==> src/rtl/stopwatch_pkg.sv <==
// ---------------------------------------------------------------------------
// stopwatch_pkg
// Shared definitions for the stopwatch display path: active-low seven-segment
// glyph codes ({g,f,e,d,c,b,a}, 0 = lit), the invalid-BCD marker, digit index
// constants, the scan decoder FSM state type and small anode helper functions.
// ---------------------------------------------------------------------------
package stopwatch_pkg;

  // Active-low glyphs for 0-9.
  localparam logic [6:0] SEG_0     = 7'h40;
  localparam logic [6:0] SEG_1     = 7'h79;
  localparam logic [6:0] SEG_2     = 7'h24;
  localparam logic [6:0] SEG_3     = 7'h30;
  localparam logic [6:0] SEG_4     = 7'h19;
  localparam logic [6:0] SEG_5     = 7'h12;
  localparam logic [6:0] SEG_6     = 7'h02;
  localparam logic [6:0] SEG_7     = 7'h78;
  localparam logic [6:0] SEG_8     = 7'h00;
  localparam logic [6:0] SEG_9     = 7'h10;
  // Tail-less renderings some drivers use for 6 and 9.
  localparam logic [6:0] SEG_6_ALT = 7'h03;
  localparam logic [6:0] SEG_9_ALT = 7'h18;
  // All segments dark.
  localparam logic [6:0] SEG_BLANK = 7'h7F;

  localparam logic [3:0] BCD_INVALID = 4'hF;

  localparam logic [1:0] DIG_SEC_ONES = 2'd0;
  localparam logic [1:0] DIG_SEC_TENS = 2'd1;
  localparam logic [1:0] DIG_MIN_ONES = 2'd2;
  localparam logic [1:0] DIG_MIN_TENS = 2'd3;

  typedef enum logic [1:0] {
    ST_WAIT    = 2'd0,
    ST_SETTLE  = 2'd1,
    ST_CAPTURE = 2'd2,
    ST_HOLD    = 2'd3
  } scan_state_t;

  // Number of active (low) anodes.
  function automatic logic [2:0] count_low(input logic [3:0] an);
    logic [2:0] n;
    n = 3'd0;
    for (int i = 0; i < 4; i++) begin
      if (!an[i]) n = n + 3'd1;
    end
    return n;
  endfunction

  function automatic logic is_onehot_low(input logic [3:0] an);
    return count_low(an) == 3'd1;
  endfunction

  // Digit index of a one-hot-low anode vector; only meaningful when one-hot.
  function automatic logic [1:0] anode_index(input logic [3:0] an);
    logic [1:0] idx;
    idx = DIG_SEC_ONES;
    if (!an[1]) idx = DIG_SEC_TENS;
    if (!an[2]) idx = DIG_MIN_ONES;
    if (!an[3]) idx = DIG_MIN_TENS;
    return idx;
  endfunction

endpackage

==> src/rtl/seg7_to_bcd.sv <==
// ---------------------------------------------------------------------------
// seg7_to_bcd
// Combinational inverse of the seven-segment encoder. Maps an active-low glyph
// to its BCD value; anything outside the 0-9 table (including the 6/9 tail
// variants' neighbours and the all-dark glyph) reports valid=0, bcd=4'hF.
// Ports:
//   seg   in  7  glyph {g,f,e,d,c,b,a}, active-low
//   valid out 1  glyph recognised
//   bcd   out 4  decoded digit, BCD_INVALID when not recognised
// ---------------------------------------------------------------------------
module seg7_to_bcd
  import stopwatch_pkg::*;
(
  input  logic [6:0] seg,
  output logic       valid,
  output logic [3:0] bcd
);

  always_comb begin
    valid = 1'b1;
    bcd   = BCD_INVALID;
    case (seg)
      SEG_0:            bcd = 4'd0;
      SEG_1:            bcd = 4'd1;
      SEG_2:            bcd = 4'd2;
      SEG_3:            bcd = 4'd3;
      SEG_4:            bcd = 4'd4;
      SEG_5:            bcd = 4'd5;
      SEG_6, SEG_6_ALT: bcd = 4'd6;
      SEG_7:            bcd = 4'd7;
      SEG_8:            bcd = 4'd8;
      SEG_9, SEG_9_ALT: bcd = 4'd9;
      default:          valid = 1'b0;
    endcase
  end

endmodule

==> src/rtl/seven_seg_scan_decoder.sv <==
// ---------------------------------------------------------------------------
// seven_seg_scan_decoder
// Watches a multiplexed 4-digit seven-segment display (seg/an pins), waits for
// each scanned digit to settle, decodes it back to BCD and publishes a whole
// frame atomically once all four digits have been captured.
// Ports:
//   clk          in   1  system clock
//   reset        in   1  asynchronous active-low reset
//   seg          in   7  segments {g,f,e,d,c,b,a}, active-low, asynchronous
//   an           in   4  anodes, active-low one-hot, an[0] = sec_ones
//   digit0..3    out  4  sec_ones, sec_tens, min_ones, min_tens (4'hF = bad glyph)
//   frame_valid  out  1  pulse when digit0..3 update
//   seg_err      out  1  pulse: captured glyph not recognised
//   anode_err    out  1  pulse: first cycle of a multi-hot anode episode
//   stale        out  1  level: no capture for STALE_CYCLES, cleared by next frame
// ---------------------------------------------------------------------------
module seven_seg_scan_decoder
  import stopwatch_pkg::*;
#(
  parameter int SYNC_STAGES   = 2,
  parameter int SETTLE_CYCLES = 4,
  parameter int STALE_CYCLES  = 1 << 20,
  parameter int STALE_W       = 24
) (
  input  logic       clk,
  input  logic       reset,
  input  logic [6:0] seg,
  input  logic [3:0] an,
  output logic [3:0] digit0,
  output logic [3:0] digit1,
  output logic [3:0] digit2,
  output logic [3:0] digit3,
  output logic       frame_valid,
  output logic       seg_err,
  output logic       anode_err,
  output logic       stale
);

  localparam int CNT_W = (SETTLE_CYCLES < 2) ? 1 : $clog2(SETTLE_CYCLES + 1);
  // The WAIT->SETTLE transition already counts as the first matching sample,
  // so SETTLE only needs SETTLE_CYCLES-1 further matches.
  localparam logic [CNT_W-1:0]   SETTLE_LAST = CNT_W'(SETTLE_CYCLES - 1);
  localparam logic [STALE_W-1:0] STALE_MAX   = STALE_W'(STALE_CYCLES);

  // -------------------------------------------------------------------------
  // Input synchronizer. Resets to "display dark" so the FSM starts idle.
  // -------------------------------------------------------------------------
  logic [6:0] seg_sync_reg [SYNC_STAGES];
  logic [3:0] an_sync_reg  [SYNC_STAGES];
  logic [6:0] seg_s;
  logic [3:0] an_s;

  always_ff @(posedge clk or negedge reset) begin
    if (!reset) begin
      for (int i = 0; i < SYNC_STAGES; i++) begin
        seg_sync_reg[i] <= SEG_BLANK;
        an_sync_reg[i]  <= 4'hF;
      end
    end else begin
      seg_sync_reg[0] <= seg;
      an_sync_reg[0]  <= an;
      for (int i = 1; i < SYNC_STAGES; i++) begin
        seg_sync_reg[i] <= seg_sync_reg[i-1];
        an_sync_reg[i]  <= an_sync_reg[i-1];
      end
    end
  end

  assign seg_s = seg_sync_reg[SYNC_STAGES-1];
  assign an_s  = an_sync_reg[SYNC_STAGES-1];

  // -------------------------------------------------------------------------
  // Scan FSM, shadow digits, capture mask and frame publication.
  // -------------------------------------------------------------------------
  scan_state_t      state_reg;
  logic [CNT_W-1:0] settle_cnt_reg;
  logic [3:0]       snap_an_reg;
  logic [6:0]       snap_seg_reg;
  logic [3:0]       shadow_reg [4];
  logic [3:0]       digit_reg  [4];
  logic [3:0]       mask_reg;
  logic [3:0]       mask_next;
  logic             frame_valid_reg;
  logic             seg_err_reg;

  logic             glyph_valid;
  logic [3:0]       glyph_bcd;
  logic             capture_fire;
  logic             frame_fire;
  logic             sample_changed;
  logic [1:0]       cap_idx;

  // The snapshot is what has been stable through SETTLE, so it is the glyph
  // that gets decoded in CAPTURE.
  seg7_to_bcd u_seg7_to_bcd (
    .seg   (snap_seg_reg),
    .valid (glyph_valid),
    .bcd   (glyph_bcd)
  );

  assign capture_fire   = (state_reg == ST_CAPTURE);
  assign frame_fire     = (mask_reg == 4'hF);
  assign cap_idx        = anode_index(snap_an_reg);
  assign sample_changed = (an_s != snap_an_reg) || (seg_s != snap_seg_reg);

  // Publishing a frame empties the mask, but a capture in the same cycle must
  // still land in the fresh mask.
  always_comb begin
    mask_next = frame_fire ? 4'b0000 : mask_reg;
    if (capture_fire) begin
      mask_next = mask_next | (4'b0001 << cap_idx);
    end
  end

  always_ff @(posedge clk or negedge reset) begin
    if (!reset) begin
      state_reg       <= ST_WAIT;
      settle_cnt_reg  <= '0;
      snap_an_reg     <= 4'hF;
      snap_seg_reg    <= SEG_BLANK;
      mask_reg        <= 4'b0000;
      frame_valid_reg <= 1'b0;
      seg_err_reg     <= 1'b0;
      for (int i = 0; i < 4; i++) begin
        shadow_reg[i] <= 4'd0;
        digit_reg[i]  <= 4'd0;
      end
    end else begin
      frame_valid_reg <= frame_fire;
      seg_err_reg     <= 1'b0;
      mask_reg        <= mask_next;

      if (frame_fire) begin
        for (int i = 0; i < 4; i++) begin
          digit_reg[i] <= shadow_reg[i];
        end
      end

      case (state_reg)
        ST_WAIT: begin
          // Blank and multi-hot patterns are simply ignored here.
          if (is_onehot_low(an_s)) begin
            state_reg      <= ST_SETTLE;
            snap_an_reg    <= an_s;
            snap_seg_reg   <= seg_s;
            settle_cnt_reg <= CNT_W'(1);
          end
        end
        ST_SETTLE: begin
          if (sample_changed) begin
            snap_an_reg    <= an_s;
            snap_seg_reg   <= seg_s;
            settle_cnt_reg <= CNT_W'(1);
            if (!is_onehot_low(an_s)) begin
              state_reg <= ST_WAIT;
            end
          end else if (settle_cnt_reg >= SETTLE_LAST) begin
            state_reg <= ST_CAPTURE;
          end else begin
            settle_cnt_reg <= settle_cnt_reg + 1'b1;
          end
        end
        ST_CAPTURE: begin
          shadow_reg[cap_idx] <= glyph_valid ? glyph_bcd : BCD_INVALID;
          seg_err_reg         <= !glyph_valid;
          state_reg           <= ST_HOLD;
        end
        ST_HOLD: begin
          // Only a new anode starts the next capture; segment changes while the
          // same digit is lit are not re-sampled.
          if (an_s != snap_an_reg) begin
            state_reg <= ST_WAIT;
          end
        end
        default: state_reg <= ST_WAIT;
      endcase
    end
  end

  // -------------------------------------------------------------------------
  // Anode error edge detect and stale watchdog.
  // -------------------------------------------------------------------------
  logic               multi_hot;
  logic               multi_prev_reg;
  logic               anode_err_reg;
  logic [STALE_W-1:0] stale_cnt_reg;
  logic               stale_reg;

  assign multi_hot = (count_low(an_s) > 3'd1);

  always_ff @(posedge clk or negedge reset) begin
    if (!reset) begin
      multi_prev_reg <= 1'b0;
      anode_err_reg  <= 1'b0;
      stale_cnt_reg  <= '0;
      stale_reg      <= 1'b0;
    end else begin
      multi_prev_reg <= multi_hot;
      anode_err_reg  <= multi_hot && !multi_prev_reg;

      if (capture_fire) begin
        stale_cnt_reg <= '0;
      end else if (stale_cnt_reg != STALE_MAX) begin
        stale_cnt_reg <= stale_cnt_reg + 1'b1;
      end

      // stale rises on the edge where the counter reaches saturation and only
      // a completed frame brings it back down.
      if (frame_fire) begin
        stale_reg <= 1'b0;
      end else if (!capture_fire && (stale_cnt_reg >= STALE_MAX - 1'b1)) begin
        stale_reg <= 1'b1;
      end
    end
  end

  assign digit0      = digit_reg[0];
  assign digit1      = digit_reg[1];
  assign digit2      = digit_reg[2];
  assign digit3      = digit_reg[3];
  assign frame_valid = frame_valid_reg;
  assign seg_err     = seg_err_reg;
  assign anode_err   = anode_err_reg;
  assign stale       = stale_reg;

endmodule

==> config.mk <==
export PLATFORM = sky130hd
export DESIGN_NAME = seven_seg_scan_decoder
export DESIGN_NICKNAME = d
export VERILOG_FILES = /design/src/rtl/stopwatch_pkg.sv /design/src/rtl/seg7_to_bcd.sv /design/src/rtl/seven_seg_scan_decoder.sv
export SDC_FILE = /design/constraint.sdc
export NUM_CORES = 1
export LEC_CHECK = 0
export CAP_MARGIN = 20
export CELL_PAD_IN_SITES_DETAIL_PLACEMENT = 0
export CELL_PAD_IN_SITES_GLOBAL_PLACEMENT = 1
export CORE_MARGIN = 2
export CORE_UTILIZATION = 45
export DETAILED_ROUTE_END_ITERATION = 6
export PLACE_DENSITY_LB_ADDON = 0.12
export REMOVE_ABC_BUFFERS = 1
export SYNTH_ARGS = -nofsm -noshare
export SYNTH_HDL_FRONTEND = slang
export SYNTH_SLANG_ARGS = --single-unit
==> constraint.sdc <==
create_clock -name clk -period 3.1 [get_ports clk]
set_input_delay 0.62 -clock clk [delete_from_list [all_inputs] [get_ports clk]]
set_output_delay 0.62 -clock clk [all_outputs]
set_load 0.01 [all_outputs]
Word level (Yosys, flattened, before mapping)
Index checks and enable logic that the tools add are counted.
Widths: inputs -> output; s select.

storage, ports and cells
  input bits = 13
  logic and storage cells = 140
  flip-flop bits (word level) = 103

operators by class
  add/subtract/negate cells = 11
  $lt $le $gt $ge = 5
  mux-type cells = 54
  bitwise operators = 2
  equality and inequality tests = 26
  reduce and logical (&&, ||, !) cells = 18
  shift-type cells = 1

operator list
  kind                   count
  $mux 3                 24
  $mux 24                2
  $pmux 4 s10            1
  $add 3x1->3 const B    10
  $eq 7x5->1 const B     4
  $add 24x1->24 const B  1
  $ge 24x20->1 const B   1
  $mux 4                 6
  $ne 24x21->1 const B   1
  $eq 7x7->1 const B     3
  $bwmux 16              1
  $eq 7x2->1 const B     2
  $eq 7x6->1 const B     2
  $mux 2                 7
  $mux 7                 2
  $pmux 7 s2             1
  $reduce_or 12->1       1
  $ne 3x3->1 const B     3
  $demux 4 s2            1
  $pmux 2 s4             1
  $pmux 4 s2             1
  $logic_not 7->1        1
  $ne 7x7->1             1
  $eq 3x1->1 const B     2
  other kinds (22)       38

Longest topological paths before layout
  depth after elaboration = 20
  mapped depth = 11

Modules after synthesis
From an unflattened synthesis, not the netlist that was laid out.

unflattened totals
  cells, all modules = 417
  area, all modules = 4484.3 um^2

modules (own cells, without submodules)
  module                  cells each  times used  area each (um^2)  seq. area each (um^2)
  seven_seg_scan_decoder  383         1           4270.3            2618.8
  seg7_to_bcd             34          1           214.0             0.0

Least setup slack after synthesis
OpenSTA, ideal clock, no wires.

  path kind = register to register
  from = register an_sync_reg, in the netlist an_s[0]
  to = register snap_seg_reg[0]
  library setup time = 82 ps
  data required time = 3018 ps
  data arrival time = 2673 ps
  clock period less this slack = 2756 ps
  buffers on the path = 1
  path slack = 344 ps
  cell stages (with the launch flop) = 11
  path through = dfstp_2 -> inv_1 -> ha_1 -> xnor2_1 -> ha_1 -> nor3b_1 -> mux2_4 -> o311a_4 -> o21a_1 -> buf_6 -> mux2_4

between the ends
  longest elaborated chain between the ends = 14
  elaborated cells on any way between the ends = 17

RTL lines
  what                                 RTL line                       text
  from (decl)                          seven_seg_scan_decoder.sv:49   logic [3:0] an_sync_reg [SYNC_STAGES];
  from (signal, indexed assignment)    seven_seg_scan_decoder.sv:64   an_sync_reg[i] <= an_sync_reg[i-1];
  $mux 1                               stopwatch_pkg.sv:45            if (!an[i]) n = n + 3'd1;
  $mux 3                               seven_seg_scan_decoder.sv:139  case (state_reg)
  $add 3x1->3                          stopwatch_pkg.sv:45
  $mux 3                               stopwatch_pkg.sv:45
  $mux 3                               seven_seg_scan_decoder.sv:139
  $add 3x1->3                          stopwatch_pkg.sv:45
  $mux 3                               stopwatch_pkg.sv:45
  $mux 3                               seven_seg_scan_decoder.sv:139
  $add 3x1->3                          stopwatch_pkg.sv:45
  $mux 3                               stopwatch_pkg.sv:45
  $mux 3                               seven_seg_scan_decoder.sv:139
  $eq 3x1->1                           stopwatch_pkg.sv:51            return count_low(an) == 3'd1;
  $ne 2x2->1 (no source line)          n/a
  $reduce_and 3->1 (no source line) *  n/a
  to (signal assigned)                 seven_seg_scan_decoder.sv:145  snap_seg_reg <= seg_s;
  to (signal assigned)                 seven_seg_scan_decoder.sv:152  snap_seg_reg <= seg_s;
  to (decl)                            seven_seg_scan_decoder.sv:78   logic [6:0] snap_seg_reg;

Every way passes the cells marked *; elsewhere a longest branch is shown, timed or not. The select of a mux whose other input is x is not followed.
A chain may end at the register's enable or synchronous reset.

Worst setup path in the final report
Ends and elaborated chain as after synthesis.

==> flow_summary.toml <==
[status]
status = "completed"

[global_route]
use_met3 = 0.0274
grt.busiest_layer = "met2"
grt_max_degree = 52
grt-ovfl-total = 0
grt_pass1_vias = 2914
grt_use_met2 = 0.246
grt_first_pass_wirelength_mm = 14.5
met1_usage = 0.236
antenna_found_initial = 0
grt_util_all_layers = 0.162

[route]
drc = 0
drt_iter0_markers = 90
num_vias = 3081
ant_nets = 0
vias_per_cell = 5.14
wl_mm = 8.13
drtPass1Iterations = 4
routedWlPerCell_um = 13.6

[worst_setup_path]
endpoint_kind = "flip-flop"
required_ns = 3.40
arrival_ns = 3.09
cpLargestDelayFamily = "adder cells"
start_kind = "flip-flop"
cp_slowest_stage_delay_ns = 0.57
cp_num_buf_inv = 1
crit_fanout = 8
slowest_stage = "dfstp_2"
critPathKind = "flip-flop to flip-flop"
path_cells = "inv_1 -> ha_1 -> xnor2_1 -> ha_1 -> nor3b_1 -> mux2_4 -> o311a_4 -> o21a_2 -> mux2_4"

[clock_tree]
cts_root_buffer = "clkbuf_8"
tritoncts = "built"
clock_latency_ns = 0.36
numCtsBuffers = 9
post_cts_resized = 0
cts_sinks = 103
clkTransAtPathRegs_ns = 0.11
cts-htree-levels = 3
ctsHoldBuffers = 0
clock_path_buffers = 2
postCtsSetupBuffers = 0

[hold_path]
worstHoldPathType = "input port to asynchronous set/reset pin"

[placed_design]
port_buffers = 32
gp_congestion = 0.743
dp_hpwl_mm = 5.52
post-place-ws_ns = 0.152
placed_cells = 583

[cells_and_area]
final_layout_size_suffix_gt1_frac = 0.157
fill_cells = 964
stdcell_count = 599
diodes = 0
largest_reg_flops = 24
areaGrowthSynthToFinish_pct = 14.0
layout_common_cells = "nand2_1, dfrtp_1, nor2_1"
nets = 481
final_common_cell = "nand2_1"

[yosys]
ys_ff_latch = 103
synth_area_mm2 = 0.00457
synthArstFlopShare = 1.00
synth_flop_cell = "dfrtp_1"
synth.distinct_cells = 51
synth_area_leaders = "dfrtp_1, dfstp_2, nand2_1, xnor2_1, nor2_1"
synth_edf_count = 0
syn_inst = 430
ys_warn_count = 0
synth.largest_area_cell = "dfrtp_1"
yosysTopAreaCellShare = 0.383
yosysSeqAreaShare = 0.573
syn_avg_cell_area_um2 = 10.6

[timing]
timing.hold.ws_ns = 0.169
finalWorstSetupSlack_ns = 0.301
max-slew-margin-rel = 0.525
tightest_slew_ns = 0.706
finalCritPeriodShare = 0.903
fin_crit_ns = 2.80
final_max_slew_viol_count = 0
finClkSkew_ns = 0.0167
fmax_mhz = 357
rsz0062_at_grt = "no"
setup_violations = 0
hold_violations = 0
final.setup.tns_ns = 0

[floorplan]
core_mm2 = 0.00982
die_w_um = 105
start_util = 0.466
io_pins = 33
placement_rows = 36
fp.dieH_um = 105
die-area_mm2 = 0.0110

[power]
ir_drop_v = 0.000258
power.density_mw_per_mm2 = 568
power_leakage_nw = 2.32

[job]
timing.max_cap.violations = 0
## cell type report
class | instances | area, µm² | share of cell area
Sequential cell | 103 | 2620 | 0.502
Inverter | 11 | 41.3 | 0.00792
Tap cell | 133 | 166 | 0.0319
Multi-Input combinational cell | 299 | 1830 | 0.351
Clock buffer | 9 | 124 | 0.0238
Timing Repair Buffer | 37 | 368 | 0.0706
Clock inverter | 7 | 63.8 | 0.0122
## through the flow
stage / instance area (µm²) / util / total power, mW
2_1_floorplan: 4490 / - / 2.02
3_3_place_gp: 5020 / 0.512 / 2.18
3_5_place_dp: 5020 / 0.512 / 2.19
4_1_cts: 5210 / 0.531 / 3.00
5_1_grt: 5210 / 0.531 / 3.13
6_report: 5210 / 0.531 / 2.96
## where the power goes
group / internal (mW) / switching (mW) / total [mW]
registers: 1.50 / 0.184 / 1.68
logic: 0.266 / 0.211 / 0.477
clock network: 0.309 / 0.492 / 0.801
total: 2.07 / 0.886 / 2.96
## final timing paths
| kind | end | depth (start not counted) | slack, ns | startpoint |
|---|---|---|---|---|
| setup / recovery | snap_seg_reg[0] | 9 | 0.30 | an_s[0] |
| min in group clk | seg_s[0] | 0 | 0.35 | seg_sync_reg[7] |
| hold reg to reg | seg_s[0] | 0 | 0.35 | seg_sync_reg[7] |
| hold / removal | digit2[0] | 1 | 0.17 | reset |
| setup reg to reg | snap_seg_reg[0] | 9 | 0.30 | an_s[0] |
| max in group asynchronous | stale_cnt_reg[22] | 2 | 2.23 | reset |
## cell usage after synthesis (all sizes together) (4+ instances only)
cell / number
a21oi: 19
and3: 4
buf: 6
clkbuf: 11
dfrtp: 70
dfstp: 33
ha: 7
inv: 10
mux2: 12
nand2: 72
nand2b: 5
nand3: 10
nand4: 9
nor2: 48
nor2b: 4
nor3: 9
nor4: 10
nor4b: 4
o21ai: 13
or3: 4
xnor2: 21
xor2: 12
## metal layers
metal | vias to the layer above | share of wire
li1 | 1520 | -
met1 | 1507 | 0.50
met2 | 47 | 0.45
met3 | 7 | 0.030
met4 | 0 | 0.011
met5 | - | 0
## cell families (layout without fill, tap and decap cells)
group / count (synthesis) / count (layout) / synth area share
and+or+nand+nor: 191 / 191 / 0.200
DFF: 103 / 103 / 0.573
AOI/OAI and AO/OA: 53 / 53 / 0.0755
xor gates and xnor gates: 33 / 33 / 0.0632
buffers and inverters: 28 / 64 / 0.0268
muxes: 15 / 15 / 0.0427
adders and majority gates: 7 / 7 / 0.0192
(Power assumes the default switching activity.)
